`src/rtl/uart_tx_arbiter.sv`:
```
// uart_tx_arbiter: round-robin, message-locked merge of core byte streams into the UART.
// Optional ARB_TIMEOUT_EN: force release of a lock whose owner stalls TIMEOUT cycles.
module uart_tx_arbiter #(
    parameter int unsigned NUM_REQ   = 4,
    parameter int unsigned MAX_BURST = 64,
    parameter logic [7:0]  TERM_BYTE = 8'h0A,
    parameter int unsigned TIMEOUT   = 16
) (
    input  logic                       clock,
    input  logic                       reset,
    input  logic [NUM_REQ-1:0]         in_canGet,
    input  logic [8*NUM_REQ-1:0]       in_getData,
    output logic [NUM_REQ-1:0]         in_get,
    output logic                       out_canGet,
    output logic [7:0]                 out_getData,
    input  logic                       out_get,
    output logic                       grant_valid,
    output logic [$clog2(NUM_REQ)-1:0] grant_idx
);

    localparam int unsigned IW = $clog2(NUM_REQ);
    localparam int unsigned CW = $clog2(MAX_BURST + 1);

    if (NUM_REQ < 2 || NUM_REQ > 16 ||
        MAX_BURST < 1 || TIMEOUT < 1) begin : g_bad_param
        $error("uart_tx_arbiter: parameter out of range");
    end

    typedef enum logic {
        IDLE,
        LOCKED
    } state_e;

    state_e        state_q;
    logic [IW-1:0] gidx_q;
    logic [CW-1:0] cnt_q;
    logic          ocv_q;
    logic [7:0]    odata_q;

    logic          take;
    logic [7:0]    in_byte;
    logic          last_byte;
    logic          burst_end;
    logic          found;
    logic [IW-1:0] next_idx;
    logic [IW-1:0] cand;

    assign in_byte   = in_getData[{gidx_q, 3'b000} +: 8];
    assign take      = (state_q == LOCKED) && in_canGet[gidx_q]
                       && (!ocv_q || out_get);
    assign last_byte = (in_byte == TERM_BYTE);
    assign burst_end = ((cnt_q + CW'(1)) == CW'(MAX_BURST));

`ifdef ARB_TIMEOUT_EN
    localparam int unsigned SW = $clog2(TIMEOUT + 1);

    logic [SW-1:0] stall_q;
    logic          stall_hit;

    assign stall_hit = (state_q == LOCKED) && !in_canGet[gidx_q]
                       && ((stall_q + SW'(1)) == SW'(TIMEOUT));

    // Count consecutive cycles the lock owner has nothing to send
    always_ff @(posedge clock or negedge reset) begin
        if (!reset) begin
            stall_q <= '0;
        end else if (state_q != LOCKED || take || in_canGet[gidx_q]) begin
            stall_q <= '0;
        end else begin
            stall_q <= stall_q + SW'(1);
        end
    end
`endif

    // Search one past the last grant so the previous owner ranks last
    always_comb begin
        found    = 1'b0;
        next_idx = gidx_q;
        cand     = gidx_q;
        for (int o = 1; o <= int'(NUM_REQ); o++) begin
            cand = IW'((int'(gidx_q) + o) % int'(NUM_REQ));
            if (!found && in_canGet[cand]) begin
                found    = 1'b1;
                next_idx = cand;
            end
        end
    end

    // Consume pulse only to the lock owner, only when the byte moves
    always_comb begin
        in_get = '0;
        if (take) begin
            in_get[gidx_q] = 1'b1;
        end
    end

    // Arbitration FSM: grant, count the burst, release at message end
    always_ff @(posedge clock or negedge reset) begin
        if (!reset) begin
            state_q <= IDLE;
            gidx_q  <= IW'(NUM_REQ - 1);
            cnt_q   <= '0;
        end else begin
            unique case (state_q)
                IDLE: begin
                    if (found) begin
                        state_q <= LOCKED;
                        gidx_q  <= next_idx;
                        cnt_q   <= '0;
                    end
                end
                LOCKED: begin
                    if (take) begin
                        cnt_q <= cnt_q + CW'(1);
                        if (last_byte || burst_end) begin
                            state_q <= IDLE;
                        end
                    end
`ifdef ARB_TIMEOUT_EN
                    else if (stall_hit) begin
                        state_q <= IDLE;
                    end
`endif
                end
                default: state_q <= IDLE;
            endcase
        end
    end

    // One-entry holding register toward the UART, refilled while draining
    always_ff @(posedge clock or negedge reset) begin
        if (!reset) begin
            ocv_q   <= 1'b0;
            odata_q <= 8'h00;
        end else if (take) begin
            ocv_q   <= 1'b1;
            odata_q <= in_byte;
        end else if (out_get) begin
            ocv_q   <= 1'b0;
        end
    end

    assign out_canGet  = ocv_q;
    assign out_getData = odata_q;
    assign grant_valid = (state_q == LOCKED);
    assign grant_idx   = gidx_q;

endmodule
```
`config.mk`:
```
export PLATFORM = sky130hd
export DESIGN_NAME = uart_tx_arbiter
export DESIGN_NICKNAME = d
export VERILOG_FILES = /design/src/rtl/uart_tx_arbiter.sv
export SDC_FILE = /design/constraint.sdc
export NUM_CORES = 1
export LEC_CHECK = 0
export ABC_AREA = 1
export CAP_MARGIN = 10
export CORE_ASPECT_RATIO = 2
export CORE_MARGIN = 3
export CORE_UTILIZATION = 48
export CTS_CLUSTER_DIAMETER = 80
export DETAILED_ROUTE_END_ITERATION = 10
export PLACE_DENSITY_LB_ADDON = 0.08
export SLEW_MARGIN = 20
export SYNTH_ARGS = -nofsm -noshare
export SYNTH_HDL_FRONTEND = slang
export SYNTH_SLANG_ARGS = --single-unit
```
`constraint.sdc`:
```
create_clock -name clock -period 4.3 [get_ports clock]
set_input_delay 0.43 -clock clock [delete_from_list [all_inputs] [get_ports clock]]
set_output_delay 0.43 -clock clock [all_outputs]
set_load 0.02 [all_outputs]
```
==> flow_results.org, run 1 <==
** Timing
- The final critical path takes up between 70% and 80% of the cycle.
- For the final routed database, the setup TNS stands at 0 ns.
- Setup repair after global routing left no endpoint under its margin.
- On the final layout, the worst clock skew is 0.00264 ns.
- Final count of negative-setup-slack endpoints :: 0
- Highest achievable clock rate :: 296 MHz
- Final hold vios :: 0
- The worst pin sits at a relative slew slack of 44.3%.
- Transition at the pin with the smallest max-transition slack :: roughly 0.83 ns
- Minimum period implied by the final worst setup slack :: approximately 3.4 ns
- The number of pins exceeding their max-slew limit in the final report was 0.

** Route
- Vias per inst :: around 5.1
- Length of the first detailed-routing pass in iterations :: 4
- Post-detailed-routing wire length :: between 3000 and 4000 um
- The count of nets left with antenna violations once routing finished came out at 0.
- Total via count in the routed design :: ~1.6k
- DRC :: 0
- Dividing the detail-routed wire length by the instance count gives 11.3 um.
- Violation count after the first detailed-routing iteration :: 36

** Cells and area
- Summing all multi-input logic gate instances after layout gives roughly 860 um2.
- Filler-free cell count of the finished design :: 318
- Across the whole layout, storage elements account for roughly 480 um2.
- Antenna fix cells :: 0
- Commonest cells after routing, fill and taps aside :: nand2_1 (109), clkdlybuf4s50_1 (54), inv_1 (26), nand3_1 (24), dfrtp_1 (17)
- The area growth from synthesis to layout is 36.5%.
- Leaving out fill and tap cells, the most frequent cell in the layout is nand2_1.
- The net count of the finished layout is 333.
- Fillers :: 251
- Fraction of layout instances using a drive strength above 1 :: a little under 6%

** Global routing
- First-pass GRT wire length :: approximately 6000 um
- Entering global routing, the biggest net connects 28 pins.
- Global routing used between 20% and 30% of the available tracks across all layers.
- The number of global-route vias before repair is around 1.5k.
- Number of antenna violations at the first check in global routing :: 0
- Total overflow reported by the global router :: 0

** Placement
- At the end of routability-driven placement, the weighted congestion stood at a little under 0.9.
- Placed cell count :: around 310
- Number of input and output port buffers inserted :: 54
- Post-DP HPWL :: approximately 2900 um

** Clock tree
- After clock tree synthesis, the clock-pin slew on the worst setup and hold paths is 0.07 ns.
- Clock latency on the worst-skew pair :: 0.25 ns
- Clock Root Buffer :: clkbuf_8
- Number of cells upsized or downsized after cts :: 0
- Hold repair after CTS inserted 0 buffers.
- After clock tree synthesis, the setup repair step added 0 buffers.
- TritonCTS built the clock tree.
- Number of clock buffers inserted by TritonCTS :: 3
- Counting along the longest clock path gives a buffer depth of 2.
- Counting every sink on the clock net gives 19.
- Clock H-tree levels :: 1

** Floorplanning
- Die height :: ~85 um
- In this run the count of I/O pins placed on the die edge is 55.
- Total Die Area :: 0.00391 mm2
- Core region area :: around 0.003 mm2
- In this run the horizontal extent of the chip is between 40 and 50 um.
- Starting Density :: between 50% and 60%
- The floorplan has 28 rows.

** Critical path
- Critical path cell sequence :: inv_2 > nand2_1 > o21ai_1 > nand2_1 > nand2_1 > inv_2 > nand3_4 > nor2_1 > clkdlybuf4s50_1
- Grouping stages by cell kind, the critical path spends the most delay in buffers and inverters.
- Worst Setup Path Type :: flop to output port
- Peak fanout along the critical path :: 27
- STA puts the critical path data arrival time at ~3 ns.
- Master of the slowest instance on the critical path :: dfstp_2
- Worst path required time :: around 3.9 ns
- For this run, the slowest stage of the critical path takes roughly 0.80 ns.
- Counting stages on the worst path, the most repeated cell is nand2_1.
- Startpoint type of the worst setup path :: flop
- Count of buffering cells on the critical path with inverters included :: 3
- STA classifies the critical path endpoint as an output port.

** Synthesis
- Mean area per synthesized cell :: around 6.3 um2
- Post-Syn Nets :: between 200 and 300
- Of the synthesized area, sequential elements account for a little under a third.
- Synthesized flop and latch total :: 19
- The synthesized netlist contains 21 unique library cells.
- Warnings, synthesis :: 0
- Post-Syn Instances :: about 240
- Cell area after synthesis :: approximately 0.0015 mm2

** Power
- Summed over all cells, the static leakage comes to 0.00107 uW.
- Power density of the placed cells :: ~660 mW/mm2
- Total power for the finished layout comes to 1360 uW.
- Peak supply drop :: between 400 and 500 uV

** Hold path
- The worst hold path belongs to the class flop to flop.

** Run
- Max-Cap Viols :: 0

** Outcome
- The flow ran to the end, and the final reports show no timing, DRC or antenna violations.
flip-flops by register name, summed over array words and instances (netlist names):
name         flops
cnt_q            7
out_getData      8
grant_valid      1
out_canGet       1
grant_idx        2
metal layers:
metal | track usage (%) | wire length [um] | share of wire, %
met2 | 36.3 | 1960 | 55
met4 | 11.1 | 87 | 2.4
met5 | 0 | 0 | 0
met1 | 21.7 | 1400 | 39
met3 | 1.70 | 137 | 3.8
tightest hold or removal path: stages (launching register included):
cell     delay [ns]
dfrtp_1        0.34
nand2_1        0.07
o21ai_2        0.05
cells by family after synthesis:
logic type / count (synthesis) / share of synthesized area [%]
buf+inv: 38 / 11.9
simple gates: 162 / 45.8
flops: 19 / 31.5
fa+ha+maj: 5 / 4.13
xor+xnor: 2 / 1.16
compound gates: 13 / 5.45
through the flow:
step / area, um2 / setup WS [ns] / hold WS [ns] / util, %
finish: 2070 / 0.917 / 0.486 / 69.5
global route: 2070 / 0.598 / 0.507 / 69.5
CTS: 2070 / 0.888 / 0.490 / 69.5
detailed placement: 2020 / 1.20 / 0.472 / 67.9
global placement: 2020 / 1.22 / 0.468 / 67.9
floorplan: 1520 / 2.20 / 0.134 / -
worst paths after layout:
| kind | start | endpoint | slack (ns) | cells past startpoint |
|---|---|---|---|---|
| max in group asynchronous | reset | out_getData[0] | 3.14 | 1 |
| worst min-delay path | out_getData[6] | out_getData[6] | 0.49 | 2 |
| min in group asynchronous | reset | cnt_q[2] | 0.65 | 1 |
| worst max register to register | grant_idx[0] | grant_idx[0] | 1.91 | 11 |
| worst max-delay path | grant_idx[0] | in_get[0] | 0.92 | 9 |
| worst min register to register | out_getData[6] | out_getData[6] | 0.49 | 2 |
cell usage after synthesis:
master / number / share of area (%)
nand2_1: 109 / 27
inv_1: 26 / 6.4
nand3_1: 24 / 7.9
dfrtp_1: 17 / 28
nand4_1: 14 / 5.8
nor2_1: 11 / 2.7
ha_1: 5 / 4.1
o21ai_1: 5 / 1.7
o21ai_2: 4 / 2.3
buf_2: 3 / 0.99
buf_4: 3 / 1.5
buf_6: 3 / 2.2
inv_2: 3 / 0.74
o21ai_0: 3 / 0.99
dfstp_2: 2 / 3.5
nand2_2: 2 / 0.83
nand3_4: 1 / 1.2
o211ai_1: 1 / 0.50
or2_2: 1 / 0.41
xnor2_1: 1 / 0.58
xor2_1: 1 / 0.58
where the power goes:
part	internal [uW]	switching (uW)
registers	263	107
clock network	64.4	57.7
logic	346	526
total	674	691
layout make-up:
cell class | count | share of cell area [%]
flip-flops and latches | 19 | 23.1
inverters | 29 | 5.26
multi-input cells | 182 | 41.4
repair buffers | 54 | 26.1
clock buffers | 3 | 2.00
clock inverters | 1 | 0.242
well taps | 30 | 1.81
No activity file was read; power rests on OpenSTA's default activity.
==> run 2, diff against run 1 <==
--- a/config.mk
+++ b/config.mk
@@ -9,7 +9,7 @@
 export CAP_MARGIN = 10
 export CORE_ASPECT_RATIO = 2
 export CORE_MARGIN = 3
-export CORE_UTILIZATION = 48
+export CORE_UTILIZATION = 40
 export CTS_CLUSTER_DIAMETER = 80
 export DETAILED_ROUTE_END_ITERATION = 10
 export PLACE_DENSITY_LB_ADDON = 0.08
==> constraint.sdc (replaced) <==
create_clock -name clock -period 3 [get_ports clock]
set_input_delay 0.3 -clock clock [delete_from_list [all_inputs] [get_ports clock]]
set_output_delay 0.3 -clock clock [all_outputs]
set_load 0.02 [all_outputs]
==> run 2 against run 1 <==
  * Sequential power increased by 31%
  * Clock skew decreased by 0.0017 ns
  * Worst hold slack got worse by 0.0011 ns
  * Largest power group unchanged
  * Highest routed layer unchanged
==> flow_results.org, run 2 (same netlist as run 1, synthesis figures left out) <==
** Outcome
- Outcome: complete, no violations (unchanged).

** Clock tree
- Clock H-tree levels :: 1 (unchanged)
- Clock Root Buffer :: clkbuf_8 (unchanged)
- Number of clock buffers inserted by TritonCTS :: 3 (unchanged)
- Clock latency on the worst-skew pair :: 0.25 ns (about the same)
- The post-CTS repair timing setup buffer count is 0 (unchanged).
- The clock tree from TritonCTS is done (unchanged).
- CTS Hold Bufs :: 0 (unchanged)
- The largest buffer count on any clock path came to 2 (unchanged).
- Clk sink count :: 19 (unchanged)
- Clock transition at the registers of the reported paths :: 0.07 ns (about the same)
- Number of cells upsized or downsized after cts :: 0 (unchanged)

** Critical path
- Endpoint type of the worst setup path :: output port (unchanged)
- Critical register-to-register path startpoint :: grant_idx[1] (was grant_idx[0])
- Worst setup path startpoint :: grant_idx[1] (was grant_idx[0])
- Worst Setup Path Type :: flop to output port (unchanged)
- Peak fanout along the critical path :: 17 (was 27)
- Worst EP arrival :: 2.22 ns (was 2.95 ns)
- The category of the worst setup path launch point is a flop (unchanged).
- Worst path required time :: 2.70 ns (was 3.87 ns)

** Global routing
- The total routing resource utilization after global routing came to 17.1% (was 20.3%).
- The number of global-route vias before repair was 1,523 (was 1,542).
- The global-route wire length before repair was 6320 um (was 6100 um).
- The largest net degree at the start of global routing is 25 (was 28).
- Total overflow reported by the global router :: 0 (unchanged)
- Number of antenna violations at the first check in global routing :: 0 (unchanged)

** Route
- The via count of the routed design is 1,574 (was 1,608).
- The first-iteration detailed-routing DRC count came to 20 (was 36).
- DRC :: 0 (unchanged)
- The post-detailed-route wirelength per cell is 10.7 um (was 11.3 um).
- The post-route antenna net violation count was 0 (unchanged).
- The average vias per placed instance came to 4.62 (was 5.06).
- The length of the first detailed-routing pass in iterations was 4 (unchanged).
- The aggregate routed wire length was 3630 um (was 3590 um).

** Timing
- The count of endpoints failing setup in the final report is 0 (unchanged).
- The aggregate negative setup slack came to 0 ns (unchanged).
- The count of final hold-check violations was 0 (unchanged).
- Setup repair after global routing missed its margin :: false (unchanged)
- The worst slew margin relative to its limit is 44.4% (was 44.3%).
- Static timing analysis puts the maximum clock frequency at 396 MHz.
- Final Slew Violations :: 0 (unchanged)
- Min Hold Slack :: 0.485 ns (was 0.486 ns)
- Subtracting the final worst setup slack from the clock period gives between 2 and 3 ns.
- After layout, the worst path uses 84.1% of the clock period.
- Clock tree skew after final layout :: 0.000982 ns (was 0.00264 ns)
- The slew of the pin with the lowest slew margin is 0.831 ns (was 0.833 ns).

** Power
- Power density of the placed cells :: 944 mW/mm2 (was 660 mW/mm2)
- The worst vdd rail ir drop came to 507 uV (was 424 uV).
- The total power was 2000 uW (was 1360 uW).
- Leak Pwr :: 0.00109 uW (was 0.00107 uW)

** Cells and area
- The number of filler instances in the final layout was 385 (was 251).
- The area used by sequential logic in the layout came to 478 um2 (unchanged).
- Net total in the final layout :: 337 (was 333)
- Fraction of layout instances using a drive strength above 1 :: 7.19% (was 5.90%)
- Max FFs per register :: 8 (unchanged)
- The leading cell type in the layout, fill and taps excluded is nand2_1 (unchanged).
- The number of inserted diodes was 0 (unchanged).
- Commonest cells after routing, fill and taps aside: nand2_1 (109), clkdlybuf4s50_1 (54), inv_1 (26), nand3_1 (24), dfrtp_1 (17) (unchanged).
- Area growth from synthesis to layout :: 40.0% (was 36.5%)
- The utilization after layout is 58.2% (was 69.5%).
- Multi-input combinational cell area :: 857 um2 (unchanged)

** Placement
- The count of buffers inserted at the top-level ports is 54 (unchanged).
- The routability-driven placement congestion ratio was 0.821 (was 0.889).
- The total half-perimeter wirelength after legalization and detailed placement is 2910 um (was 2890 um).

** Floorplanning
- Total Die Area :: 0.00461 mm2 (was 0.00391 mm2)
- Die height :: 93.0 um (was 85.5 um)
- Number of I/O pins :: 55 (unchanged)
- The placeable core region came to 0.00365 mm2 (was 0.00298 mm2).
- Count of standard-cell rows :: 31 (was 28)
- The die boundary width is 49.5 um (was 45.7 um).
- Starting Density :: 41.6% (was 50.9%)

** Hold path
- Worst min-delay path class :: flop to flop (unchanged)
- Min-delay src :: out_getData[6] (unchanged)

** Run
- The max-cap violation count was 0 (unchanged).
run 2: worst max-delay path, stage by stage (launching register included):
cell	delay, ns
dfstp_2	0.72
inv_1	0.10
nand2_1	0.07
nand2_1	0.06
inv_2	0.15
nand3_4	0.11
nor2_1	0.13
clkdlybuf4s50_1	0.63
run 2: routing by layer:
layer	part of all wire, %	track usage [%]	vias to the layer above
met5	0	0	-
met4	1.9	6.93	0
met3	2.7	1.59	5
met2	53	31.7	34
met1	43	19.3	680
li1	-	-	855
run 2: cell type report:
class / count / area share, %
inverter: 29 / 5.13
multi-input combinational: 182 / 40.4
clock buffer: 3 / 1.95
tap: 49 / 2.89
clock inverter: 1 / 0.236
sequential: 19 / 22.5
timing repair buffer: 58 / 26.9
run 2: through the flow:
stage | cell area, um2 | instances | setup slack, ns
final | 2120 | 341 | 0.476
after global routing | 2120 | 341 | 0.334
after CTS | 2120 | 341 | 0.453
after detailed placement | 2080 | 337 | 0.630
after global placement | 2080 | 337 | 0.613
after floorplan | 1520 | 239 | 1.00
run 2: where the power goes:
part | leakage (uW) | internal (uW) | total (uW) | switching [uW]
Clock | 0.0000255 | 92.3 | 176 | 83.7
Sequential | 0.000232 | 376 | 487 | 111
Combinational | 0.000836 | 534 | 1340 | 805
run 2: path summary, 6_finish.rpt:
path | endpoint | slack, ns | cells past startpoint
max | in_get[0] | 0.48 | 7
min in group asynchronous | cnt_q[6] | 0.52 | 1
max in group asynchronous | out_getData[2] | 1.97 | 1
min reg2reg | out_getData[6] | 0.48 | 2
max reg2reg | grant_idx[0] | 0.76 | 12
min | out_getData[6] | 0.48 | 2
==> run 3, diff against run 2 <==
==> constraint.sdc (replaced) <==
create_clock -name clock -period 2.1 [get_ports clock]
set_input_delay 0.21 -clock clock [delete_from_list [all_inputs] [get_ports clock]]
set_output_delay 0.21 -clock clock [all_outputs]
set_load 0.02 [all_outputs]
==> run 3 against run 2 <==
  * Total power is 45% higher
  * Global-route usage is 0.13 points higher
  * Die area stayed put
  * Critical path type unchanged
  * Largest power group unchanged
==> flow_results.org, run 3 (same netlist as run 1, synthesis figures left out) <==
** Timing
- The final critical path takes up approximately nine tenths of the cycle.
- Final total negative setup slack :: 0 ns (unchanged)
- The final clock skew is 0.00236 ns (was 0.000982 ns).
- Final count of negative-setup-slack endpoints :: 0 (unchanged)
- Slew margin rel. :: 83.3% (was 44.4%)
- The clock period could shrink to approximately 1.9 ns.
- Transition at the pin with the smallest max-transition slack :: 0.249 ns (was 0.831 ns)
- The count of final hold-check violations came to 0 (unchanged).
- Setup repair after global routing missed its margin :: false (unchanged)
- The number of pins exceeding their max-slew limit in the final report was 0 (unchanged).
- Based on the critical path, the design can be clocked at up to around 520 MHz.

** Clock tree
- Clock latency on the worst-skew pair :: 0.25 ns (about the same)
- Maximum clock path buffer count :: 2 (unchanged)
- The cell at the root of the clock tree is clkbuf_8 (unchanged).
- CTS tree :: done (unchanged)
- Clock transition at the registers of the reported paths :: 0.07 ns (about the same)
- Clock H-tree levels :: 1 (unchanged)
- Number of clock buffers inserted by TritonCTS :: 3 (unchanged)
- The post-CTS repair timing setup buffer count came to 0 (unchanged).
- The clock sink total was 19 (unchanged).

** Route
- The detailed-route DRC error count was 0 (unchanged).
- The via count of the routed design was 1,643 (was 1,574).
- Violation count after the first detailed-routing iteration :: 21 (was 20)
- Avg WL per Cell :: 10.7 um (about the same)
- The length of the first detailed-routing pass in iterations is 4 (unchanged).
- The post-route antenna net violation count was 0 (unchanged).
- Post-detailed-routing wire length :: 3730 um (was 3630 um)
- Vias per inst :: 4.72 (was 4.62)

** Placement
- Placed cell count :: 344 (was 337)
- The instance area after placement was 0.00213 mm2 (was 0.00208 mm2).
- The routability-driven placement congestion ratio was 0.845 (was 0.821).
- The total half-perimeter wirelength after legalization and detailed placement was 3030 um (was 2910 um).
- The count of buffers inserted at the top-level ports was 54 (unchanged).

** Floorplanning
- Total Die Area :: 0.00461 mm2 (unchanged)
- The I/O pin total is 55 (unchanged).
- Horizontal extent of the die :: 49.5 um (unchanged)
- Core region area :: 0.00365 mm2 (unchanged)
- Count of standard-cell rows :: 31 (unchanged)
- The floorplan die height came to 93.0 um (unchanged).
- Starting Density :: 41.6% (unchanged)

** Power
- The static power due to leakage was 0.00114 uW (was 0.00109 uW).
- Power density of the placed cells :: 1340 mW/mm2 (was 944 mW/mm2)
- The worst vdd rail ir drop was 830 uV (was 507 uV).

** Critical path
- The path type of the worst setup path was flop to output port (unchanged).
- The source of the worst register-to-register timing path was grant_idx[0] (was grant_idx[1]).
- Startpoint type of the worst setup path :: flop (unchanged)
- Reg-to-reg endpoint :: grant_idx[0] (unchanged)
- The required time at the worst-slack endpoint was 1.89 ns (was 2.70 ns).
- The kind of capture point of the worst setup path was an output port (unchanged).
- The highest net fanout along the worst path is 8 (was 17).
- Cells on worst reg2reg path :: 11 (was 12)
- The setup slack on the worst flop-to-flop path came to 0.26 ns (was 0.76 ns).
- The critical path arrival was 1.72 ns (was 2.22 ns).

** Cells and area
- Commonest cells after routing, fill and taps aside: nand2_1 (109), clkdlybuf4s50_1 (50), inv_1 (26), nand3_1 (24), dfrtp_1 (17) (was nand2_1 (109), clkdlybuf4s50_1 (54), inv_1 (26), nand3_1 (24), dfrtp_1 (17)).
- The cell area after layout was 0.00217 mm2 (was 0.00212 mm2).
- Filler-free cell count of the finished design :: 348 (was 341)
- Layout Utilization :: 59.4% (was 58.2%)
- Antenna fix cells :: 0 (unchanged)
- The fraction of layout instances using a drive strength above 1 was 9.70% (was 7.19%).
- Max FFs per register :: 8 (unchanged)
- The leading cell type in the layout, fill and taps excluded is nand2_1 (unchanged).
- The number of nets in the finished design came to 344 (was 337).
- Area growth from synthesis to layout :: 43.0% (was 40.0%)

** Global routing
- First-pass GRT wire length :: 6330 um (was 6320 um)
- Number of antenna violations at the first check in global routing :: 0 (unchanged)
- Total overflow reported by the global router :: 0 (unchanged)
- Via count of the first global-routing pass :: 1,482 (was 1,523)
- Largest net degree at the start of global routing :: 25 (unchanged)
- Total global-route track usage :: 17.2% (was 17.1%)

** Outcome
- Outcome: complete, no violations (unchanged).

** Hold path
- The type of the worst min-delay path was input pin to async pin (was flop to flop).

** Run
- The max-cap violation count was 0 (unchanged).
==> run 3: changes by cell type in the layout (fill, tap and decap cells not counted), sizes merged <==
cell / delta
clkbuf: +1
dlygate4sd2: +2
buf: +7
clkdlybuf4s50: -4
clkdlybuf4s15: +1
==> run 3: worst max-delay path by stage <==
stage / to / cells after the start / from / slack [ns]
after floorplan: grant_idx[0] / 13 / grant_idx[0] / 0.10
after global placement: in_get[0] / 10 / in_canGet[0] / 0.02
final: in_get[1] / 9 / grant_idx[0] / 0.17
after CTS: in_get[0] / 9 / grant_idx[0] / 0.12
after detailed placement: in_get[0] / 10 / in_canGet[0] / 0.02
after global routing: in_get[1] / 9 / grant_idx[0] / 0.0001
==> run 3: worst max-delay path, cell delays in order (launching register included) <==
cell and delay (ns):
dfstp_2 0.54, inv_2 0.07, nand2_1 0.08, o21ai_1 0.08, nand2_1 0.06, nand2_1 0.05
inv_2 0.07, nand3_4 0.08, nor2_1 0.09, dlygate4sd2_1 0.33
==> run 3: what timing repair did <==
item	in CTS	in global routing
hold buffers	0	0
endpoints found under the hold margin	0	0
endpoints found under the setup margin	4	2
resized for setup	4	3
==> run 3: per-stage QoR <==
step	hold WS, ns	setup slack [ns]	total power (uW)
floorplan	-0.0856	0.103	2080
global placement	0.467	0.0242	2700
detailed placement	0.464	0.0184	2710
CTS	0.297	0.117	2950
global route	0.301	0.000131	3220
finish	0.286	0.170	2900
==> run 3: metal layers <==
| metal | track usage [%] | vias to the layer above | part of all wire (%) |
|---|---|---|---|
| met3 | 1.44 | 4 | 3.2 |
| met1 | 20.0 | 719 | 41 |
| met5 | 0 | - | 0 |
| li1 | - | 876 | - |
| met4 | 6.24 | 0 | 1.7 |
| met2 | 31.9 | 44 | 55 |
==> run 3: area by class of cell <==
type                            count  area [um2]
Multi-Input combinational cell    182         857
Clock buffer                        3        41.3
Clock inverter                      1        5.00
Fill cell                         398        1480
Tap cell                           49        61.3
Timing Repair Buffer               65         616
Sequential cell                    19         478
Inverter                           29         109
==> run 3: power by group <==
group	switching, uW	internal, uW	total, uW
Clock	120	132	252
Combinational	1210	795	2010
Sequential	108	536	644
